[src/rtl/register_bank_fwd_if.sv]
// Decode-stage operand bus for register_bank_fwd: instruction word, stage results,
// forwarding selects and the registered A/B operands.
interface register_bank_fwd_if #(
  parameter int DW = 8,
  parameter int AW = 5,
  parameter int IW = 20
);
  logic [IW-1:0] ins;
  logic [AW-1:0] RW_dm;
  logic [DW-1:0] ans_ex;
  logic [DW-1:0] mux_ans_dm;
  logic [DW-1:0] ans_wb;
  logic [DW-1:0] imm;
  logic [1:0]    mux_sel_a;
  logic [1:0]    mux_sel_b;
  logic          imm_sel;
  logic [DW-1:0] A;
  logic [DW-1:0] B;

  // No handshake: the consumer samples A/B every cycle and the producer
  // presents new inputs every cycle; there is no valid, ready or stall.
  modport master (
    output ins, RW_dm, ans_ex, mux_ans_dm, ans_wb, imm, mux_sel_a, mux_sel_b, imm_sel,
    input  A, B
  );

  modport slave (
    input  ins, RW_dm, ans_ex, mux_ans_dm, ans_wb, imm, mux_sel_a, mux_sel_b, imm_sel,
    output A, B
  );
endinterface

[src/rtl/register_bank_fwd.sv]
// Decode-stage register file (32 x 8, one write, two read ports) feeding the ID/EX
// latch through forwarding muxes; B can take the immediate instead.
module register_bank_fwd #(
  parameter int DW = 8,
  parameter int AW = 5,
  parameter int IW = 20
) (
  input logic             clk,
  input logic             reset,
  register_bank_fwd_if.slave bus
);
  localparam int NREG = 2 ** AW;

  logic [DW-1:0] regs [NREG];
  logic [AW-1:0] ra;
  logic [AW-1:0] rb;
  logic [DW-1:0] ra_val;
  logic [DW-1:0] rb_val;
  logic [DW-1:0] a_next;
  logic [DW-1:0] b_next;
  logic [DW-1:0] a_q;
  logic [DW-1:0] b_q;

  // Opcode and rd fields belong to other stages.
  logic unused_ins;
  assign unused_ins = ^bus.ins[IW-1:2*AW];

  assign ra = bus.ins[2*AW-1:AW];
  assign rb = bus.ins[AW-1:0];

  function automatic logic [DW-1:0] fwd_mux(input logic [1:0] sel, input logic [DW-1:0] reg_val,
                                            input logic [DW-1:0] ex, input logic [DW-1:0] dm,
                                            input logic [DW-1:0] wb);
    case (sel)
      2'd0:    return reg_val;
      2'd1:    return ex;
      2'd2:    return dm;
      default: return wb;
    endcase
  endfunction

  // Write-through: a read of the address being written this cycle sees the new data.
  always_comb begin
    ra_val = (ra == bus.RW_dm) ? bus.mux_ans_dm : regs[ra];
    rb_val = (rb == bus.RW_dm) ? bus.mux_ans_dm : regs[rb];
    a_next = fwd_mux(bus.mux_sel_a, ra_val, bus.ans_ex, bus.mux_ans_dm, bus.ans_wb);
    b_next = bus.imm_sel ? bus.imm
                         : fwd_mux(bus.mux_sel_b, rb_val, bus.ans_ex, bus.mux_ans_dm, bus.ans_wb);
  end

  always_ff @(posedge clk or negedge reset) begin
    if (!reset) begin
      for (int i = 0; i < NREG; i++) regs[i] <= '0;
      a_q <= '0;
      b_q <= '0;
    end else begin
      regs[bus.RW_dm] <= bus.mux_ans_dm;
      a_q             <= a_next;
      b_q             <= b_next;
    end
  end

  assign bus.A = a_q;
  assign bus.B = b_q;
endmodule

[src/flat_wrapper.sv]
// flat-port wrapper written by rule: the top's interface ports become plain ports
module register_bank_fwd_flat 
#(
  parameter int DW = 8,
  parameter int AW = 5,
  parameter int IW = 20
)
  (clk, reset, bus_ins, bus_RW_dm, bus_ans_ex, bus_mux_ans_dm, bus_ans_wb, bus_imm, bus_mux_sel_a, bus_mux_sel_b, bus_imm_sel, bus_A, bus_B);
  register_bank_fwd_if #(.DW(DW), .AW(AW), .IW(IW)) bus_i ();
  input logic clk;
  input logic reset;
  input wire logic [$bits(bus_i.ins)-1:0] bus_ins;
  input wire logic [$bits(bus_i.RW_dm)-1:0] bus_RW_dm;
  input wire logic [$bits(bus_i.ans_ex)-1:0] bus_ans_ex;
  input wire logic [$bits(bus_i.mux_ans_dm)-1:0] bus_mux_ans_dm;
  input wire logic [$bits(bus_i.ans_wb)-1:0] bus_ans_wb;
  input wire logic [$bits(bus_i.imm)-1:0] bus_imm;
  input wire logic [$bits(bus_i.mux_sel_a)-1:0] bus_mux_sel_a;
  input wire logic [$bits(bus_i.mux_sel_b)-1:0] bus_mux_sel_b;
  input wire logic [$bits(bus_i.imm_sel)-1:0] bus_imm_sel;
  output wire logic [$bits(bus_i.A)-1:0] bus_A;
  output wire logic [$bits(bus_i.B)-1:0] bus_B;
  assign bus_i.ins = bus_ins;
  assign bus_i.RW_dm = bus_RW_dm;
  assign bus_i.ans_ex = bus_ans_ex;
  assign bus_i.mux_ans_dm = bus_mux_ans_dm;
  assign bus_i.ans_wb = bus_ans_wb;
  assign bus_i.imm = bus_imm;
  assign bus_i.mux_sel_a = bus_mux_sel_a;
  assign bus_i.mux_sel_b = bus_mux_sel_b;
  assign bus_i.imm_sel = bus_imm_sel;
  assign bus_A = bus_i.A;
  assign bus_B = bus_i.B;
  register_bank_fwd #(.DW(DW), .AW(AW), .IW(IW)) u_core (.clk(clk), .reset(reset), .bus(bus_i));
endmodule
[config.mk]
export PLATFORM = sky130hd
export DESIGN_NAME = register_bank_fwd_flat
export DESIGN_NICKNAME = d
export VERILOG_FILES = /design/src/rtl/register_bank_fwd_if.sv /design/src/rtl/register_bank_fwd.sv /design/src/flat_wrapper.sv
export SDC_FILE = /design/constraint.sdc
export NUM_CORES = 1
export LEC_CHECK = 0
export CAP_MARGIN = 20
export CORE_ASPECT_RATIO = 1.25
export CORE_MARGIN = 10
export CORE_UTILIZATION = 55
export CTS_BUF_LIST = sky130_fd_sc_hd__clkbuf_8
export CTS_CLUSTER_SIZE = 10
export DETAILED_ROUTE_END_ITERATION = 12
export PLACE_DENSITY = 0.74
export SYNTH_ARGS = -nofsm -noshare
export SYNTH_HDL_FRONTEND = slang
export SYNTH_SLANG_ARGS = --single-unit
[constraint.sdc]
create_clock -name clk -period 4.1 [get_ports clk]
set_clock_uncertainty 0.15 [all_clocks]
set_input_delay 0.615 -clock clk [delete_from_list [all_inputs] [get_ports clk]]
set_output_delay 0.615 -clock clk [all_outputs]
set_load 0.02 [all_outputs]
==> impl_metrics.toml, run 1 <==
[run_status]
status = "finished, final reports clean"

[flow_run]
maxCapViolCount = 0

[sta]
hold_viol = 0
min_period_over_period_pct = 68.5
relSlewSlack_pct = 40.1
setup_viol = 0
hold_ws_ns = 0.373
post-route-min-period_ns = 2.81
worst_pin_slew_ns = 0.896
rsz0062_at_grt = "no"
max_freq_ghz = 0.356
final.setup.tns_ns = 0
maxSlewViolCount = 0

[cells_and_area]
drive_above_1_share_pct = 45.9
final_nets = 1160
syn2layout_area_growth_pct = 13.1
seq_area_mm2 = 0.00681
fill_cells = 2023
fin_area_mm2 = 0.0168
fin_cells = 1473
multi_input_area_mm2 = 0.00762
final_util_pct = 62.9

[worst_hold_path]
hold_path_class = "reg -> reg"
min_from = "u_core.regs[13]$_DFFE_PN0P_"
hold_end = "u_core.regs[13]$_DFFE_PN0P_"
holdPathStages = 1

[cts]
cts.htree.levels = 2
clk_path_buf_depth = 3
insertion_delay_ns = 0.57
cts_tree = "built"
cts_sinks = 272
clk_pin_slew_ns = 0.06
cts_buffers = 44
cts-root-buf = "clkbuf_8"

[critical_path]
cp.required_ns = 4.37
regToRegStartpoint = "u_core.regs[198]$_DFFE_PN0P_"
crit_type = "in -> reg"
cp_num_buf_inv = 2
slowest_stage = "clkdlybuf4s50_1"
r2r_cells = 4
crit_fanout = 17
r2r-end = "u_core.bus.B[6]$_DFF_PN0_"
critical_path.max_stage_delay_ns = 0.93
critPathTopFamily = "buffers and inverters"
crit_chain = "clkdlybuf4s50_1 -> buf_4 -> mux4_2 -> a22oi_1 -> and3_1 -> o41ai_1"
end_kind = "flip-flop"
cp_data_arrival_time_ns = 3.08
critPathLaunchType = "input pin"
reg2reg_slack_ns = 1.81

[power]
combPwrFrac_pct = 24.8
leakage_nw = 6.91
p_switching_mw = 2.35
power.share.clock_pct = 28.6
seq_power_share_pct = 46.6
switching_share_pct = 29.2
peakVddDrop_v = 0.000213
p_per_area_mw_per_mm2 = 479
intPower_mw = 5.70

[yosys]
ys_seq_area_share_pct = 45.8
yosys.area.top_type = "dfrtp_1"
ys_ff_latch = 272
syn_avg_cell_area_um2 = 14.5
synth_fp_nets = 1091
synth_fa_ha_area_share_pct = 0
synth-compound-area-share_pct = 5.32
netlist_top_cells_area = "dfrtp_1 (46%), mux2_2 (21%), mux4_2 (19%)"
yosys.area.top_type_share_pct = 45.8
synth_simple_gate_area_share_pct = 4.66
yosysUniqueCellTypes = 43
yosysWarnings = 0
syn_inst = 1027
synth-xor-area-share_pct = 0.589
synth_top_family_by_area = "multiplexers"
synthMuxAreaShare_pct = 40.7
synthesis.area_mm2 = 0.0149

[drt]
routed_wirelength_mm = 43.0
routedWlPerCell_um = 29.2
avgViaCountPerCell = 6.79
first_pass_iters = 5
drc = 0
drt-initial-drc-count = 1138
vias = 9999
ant_nets = 0

[placed_design]
placedCellCount = 1394
dp_hpwl_mm = 30.5
port_buffers = 69
gp_congestion = 0.978
placed_area_mm2 = 0.0159

[global_routing]
overflow = 0
antenna_found_initial = 0
gr-usage-all-layers_pct = 25.0
grt_pass1_wl_mm = 64.9
grt_pass1_vias = 10200
grt_max_degree = 81

[floorplanning]
die_width_um = 167
io_pins = 80
start_util_pct = 55.6
rows = 67
dieArea_mm2 = 0.0341
die_h_um = 204
core_area_mm2 = 0.0267
[cell usage after synthesis]
master	n
o31a_1	1
buf_4	11
mux4_1	5
and2_1	2
xor2_1	5
or2_2	2
buf_2	26
o2bb2ai_1	1
xnor2_1	5
buf_1	4
o41ai_1	7
o21a_1	4
nor3_1	8
o21bai_1	1
a211o_1	1
a31o_2	2
nand2b_1	13
mux2_2	272
nor4_1	2
or4_1	1
nand3b_1	4
nor3b_1	7
nor2_1	25
o221ai_1	7
a211oi_1	10
a21oi_1	15
dfrtp_1	272
nand2_1	23
and3_1	7
a221oi_1	8
nor2b_1	16
o21ai_0	7
clkbuf_1	53
buf_6	2
a21o_1	1
mux4_2	125
or3_1	5
o32ai_1	7
nand3_1	16
or2b_2	1
a22oi_1	15
mux2i_1	4
o22ai_1	24
[area by class of cell]
type / count / area share, %
Sequential cell: 272 / 40.5
Tap cell: 345 / 2.57
Clock buffer: 56 / 4.58
Antenna cell: 1 / 0.0149
Multi-Input combinational cell: 659 / 45.3
Clock inverter: 21 / 0.543
Timing Repair Buffer: 119 / 6.53
[state kept, by name, indices dropped and copies added (netlist names)]
signal and count:
u_core.bus.A 8, u_core.bus.B 8, u_core.regs 256
[routing by layer]
metal / track usage (%) / up-vias / share of wire, %
met5: 0 / - / 0
met4: 11.8 / 0 / 4.8
met3: 3.87 / 101 / 6.6
met2: 42.4 / 447 / 51
met1: 30.8 / 5292 / 38
li1: - / 4159 / -
[worst max path at each step]
stage                    start                   endpoint  slack [ns]  cells after the start
detailed placement  bus_ins[2]  u_core.bus.B[0]$_DFF_PN0_        0.77                      6
global placement    bus_ins[3]  u_core.bus.B[0]$_DFF_PN0_        0.79                      7
finish              bus_ins[2]  u_core.bus.B[0]$_DFF_PN0_        1.29                      6
CTS                 bus_ins[2]  u_core.bus.B[0]$_DFF_PN0_        1.38                      6
global route        bus_ins[3]  u_core.bus.B[0]$_DFF_PN0_        1.06                      7
floorplan           bus_ins[5]  u_core.bus.A[1]$_DFF_PN0_        1.74                      7
[timing repair]
action,in CTS,in global routing
hold buffers,1,0
endpoints found under the hold margin,73,0
buffers inserted,0,0
resized for setup,0,0
[placed cells by master (no fill, tap or decap), types with 15 or more instances in the layout]
master	count
nor2b_1	16
mux4_2	125
nand3_1	16
dfrtp_1	272
nor2_1	25
clkbuf_8	56
mux2_2	272
buf_4	49
inv_1	16
a21oi_1	15
clkdlybuf4s50_1	64
a22oi_1	15
nand2_1	23
o22ai_1	24
[power groups by stage]
| stage | clock network [mW] | registers (mW) | logic [mW] |
|---|---|---|---|
| after floorplan | 0 | 3.62 | 1.42 |
| after global placement | 0 | 3.75 | 1.94 |
| after detailed placement | 0 | 3.79 | 1.99 |
| after CTS | 2.34 | 3.74 | 1.99 |
| after global routing | 2.46 | 3.82 | 2.10 |
| final | 2.30 | 3.75 | 2.00 |
[logic make-up (layout without fill, tap and decap cells)]
group / after synthesis / in the layout
buffers and inverters: 96 / 196
AO/OA/AOI/OAI: 111 / 111
AND/OR/NAND/NOR: 132 / 132
XOR/XNOR: 10 / 10
flip-flops: 272 / 272
multiplexers: 406 / 406
other: 0 / 1
[through the flow]
| stage | total power [mW] | setup slack, ns |
|---|---|---|
| after detailed placement | 5.77 | 0.772 |
| after floorplan | 5.04 | 1.74 |
| after global routing | 8.38 | 1.06 |
| after global placement | 5.69 | 0.786 |
| final | 8.05 | 1.29 |
| after CTS | 8.07 | 1.38 |
(Power assumes the default switching activity.)
==> run 2: changes to the inputs <==
==> constraint.sdc (replaced) <==
create_clock -name clk -period 2.9 [get_ports clk]
set_clock_uncertainty 0.15 [all_clocks]
set_input_delay 0.435 -clock clk [delete_from_list [all_inputs] [get_ports clk]]
set_output_delay 0.435 -clock clk [all_outputs]
set_load 0.02 [all_outputs]
==> run 2 against run 1 <==
Compared with the run above: critical path type unchanged; count of clock-buffer cells in the layout up 2; routed wire length up 3.1%; core utilization up 1.7 points; sequential share of layout area down 1.1 points; largest power group unchanged; die area unchanged; critical path depth down 2; setup slack worse by 0.62 ns; cell count up 3.0%; highest routed layer unchanged; non-clock buffer count up 45; power up 43%.
==> impl_metrics.toml, run 2 (synthesis gave the netlist of run 1 again) <==
[drt]
first_pass_iters = 5
drt-initial-drc-count = 1136
ant_nets = 0
routedWlPerCell_um = 29.2
routed_wirelength_mm = 44.3
vias = 10300
drc = 0
avgViaCountPerCell = 6.81

[cts]
clk_pin_slew_ns = 0.06
cts_tree = "built"
cts-root-buf = "clkbuf_8"
cts.htree.levels = 2
cts-resized-gates = 0
insertion_delay_ns = 0.57
clk_path_buf_depth = 3
cts_buffers = 44
cts_sinks = 272

[floorplanning]
start_util_pct = 55.6
core_area_mm2 = 0.0267
die_width_um = 167
io_pins = 80
rows = 67
die_h_um = 204
dieArea_mm2 = 0.0341

[critical_path]
crit_type = "in -> reg"
slowest_stage = "clkdlybuf4s50_1"
cp_data_arrival_time_ns = 2.51
crit_fanout = 10
critPathLaunchType = "input pin"
critical_path.max_stage_delay_ns = 0.85
crit_chain = "clkdlybuf4s50_1 -> nand3_1 -> or3_1 -> mux2_2"
regToRegStartpoint = "u_core.regs[198]$_DFFE_PN0P_"
end_kind = "flip-flop"
setup.worst_path.start = "bus_RW_dm[3]"
cp.required_ns = 3.18

[sta]
min_period_over_period_pct = 77.0
relSlewSlack_pct = 56.3
maxSlewViolCount = 0
final.setup.tns_ns = 0
hold_viol = 0
post-route-min-period_ns = 2.23
worst_pin_slew_ns = 0.656
rsz0062_at_grt = "no"
setup_viol = 0
max_freq_ghz = 0.448

[global_routing]
antenna_found_initial = 0
gr-usage-all-layers_pct = 25.7
grt_max_degree = 70
grt_pass1_wl_mm = 67.6
grt_pass1_vias = 10600
overflow = 0

[power]
peakVddDrop_v = 0.000491
leakage_nw = 7.16
p_per_area_mw_per_mm2 = 668

[worst_hold_path]
hold_path_class = "in -> async"

[placed_design]
dp_hpwl_mm = 31.7
gp_congestion = 0.958
port_buffers = 69
placedCellCount = 1439

[cells_and_area]
fill_cells = 1957
top_register = "u_core.regs"
diodes = 0
largest_register_ffs = 256
final_cell_mix = "mux2_2 (272), dfrtp_1 (272), mux4_2 (125)"
drive_above_1_share_pct = 48.1
final_nets = 1205
fin_cells = 1517
syn2layout_area_growth_pct = 16.1

[run_status]
status = "finished, final reports clean"

[flow_run]
maxCapViolCount = 0
run 2: cell count changes in the layout (fill, tap and decap cells not counted):
cell,change
buf_4,+37
buf_12,+8
clkbuf_8,+2
inv_1,-2
clkinv_2,+1
clkinvlp_4,-1
diode_2,-1
run 2: worst paths after layout:
path / to / slack, ns / cells after the start
hold / removal: u_core.regs[241]$_DFFE_PN0P_ / 0.28 / 2
hold reg to reg: u_core.regs[79]$_DFFE_PN0P_ / 0.37 / 1
max in group asynchronous: u_core.regs[31]$_DFFE_PN0P_ / 1.52 / 3
min in group clk: u_core.regs[79]$_DFFE_PN0P_ / 0.37 / 1
setup / recovery: u_core.regs[24]$_DFFE_PN0P_ / 0.67 / 4
setup reg to reg: u_core.bus.B[6]$_DFF_PN0_ / 0.79 / 5
run 2: report_power, final:
part           switching, mW  internal, mW  total [mW]
logic                   1.20          1.73        2.93
clock network           1.52          1.78        3.30
registers              0.646          4.66        5.31
run 2: cell type report:
cell class                      count  area (um2)  area share [%]
Clock inverter                     19        81.3           0.471
Clock buffer                       58         798            4.62
Sequential cell                   272        6810            39.4
Multi-Input combinational cell    659        7620            44.1
Tap cell                          345         432            2.50
Timing Repair Buffer              164        1540            8.89
run 2: layer usage:
| metal | share of wire, % | track usage (%) | vias to the layer above | wire [um] |
|---|---|---|---|---|
| li1 | - | - | 4249 | - |
| met1 | 38 | 32.2 | 5504 | 16800 |
| met2 | 52 | 44.6 | 472 | 23000 |
| met3 | 6.7 | 3.91 | 104 | 2980 |
| met4 | 3.6 | 8.89 | 0 | 1580 |
| met5 | 0 | 0 | - | 0 |
run 2: critical path: cells and delay by family:
kind | cells | cell delay (ns)
buf+inv | 1 | 0.85
simple gates | 2 | 0.86
mux | 1 | 0.36
run 2: metrics by stage:
stage	area (um2)	hold WS (ns)	util (%)	setup WS (ns)	power, mW
floorplan	14900	-0.0106	-	0.723	7.13
global placement	16400	0.293	61.3	0.185	8.10
detailed placement	16400	0.291	61.3	0.157	8.25
CTS	17300	0.297	64.6	0.738	11.6
global route	17300	0.331	64.6	0.565	12.0
finish	17300	0.283	64.6	0.668	11.5
run 2: what timing repair did:
item / in CTS / in global routing
setup buffers: 0 / 0
hold buffers: 1 / 0
endpoints found under the setup margin: 0 / 0
hold endpoints to repair: 63 / 0
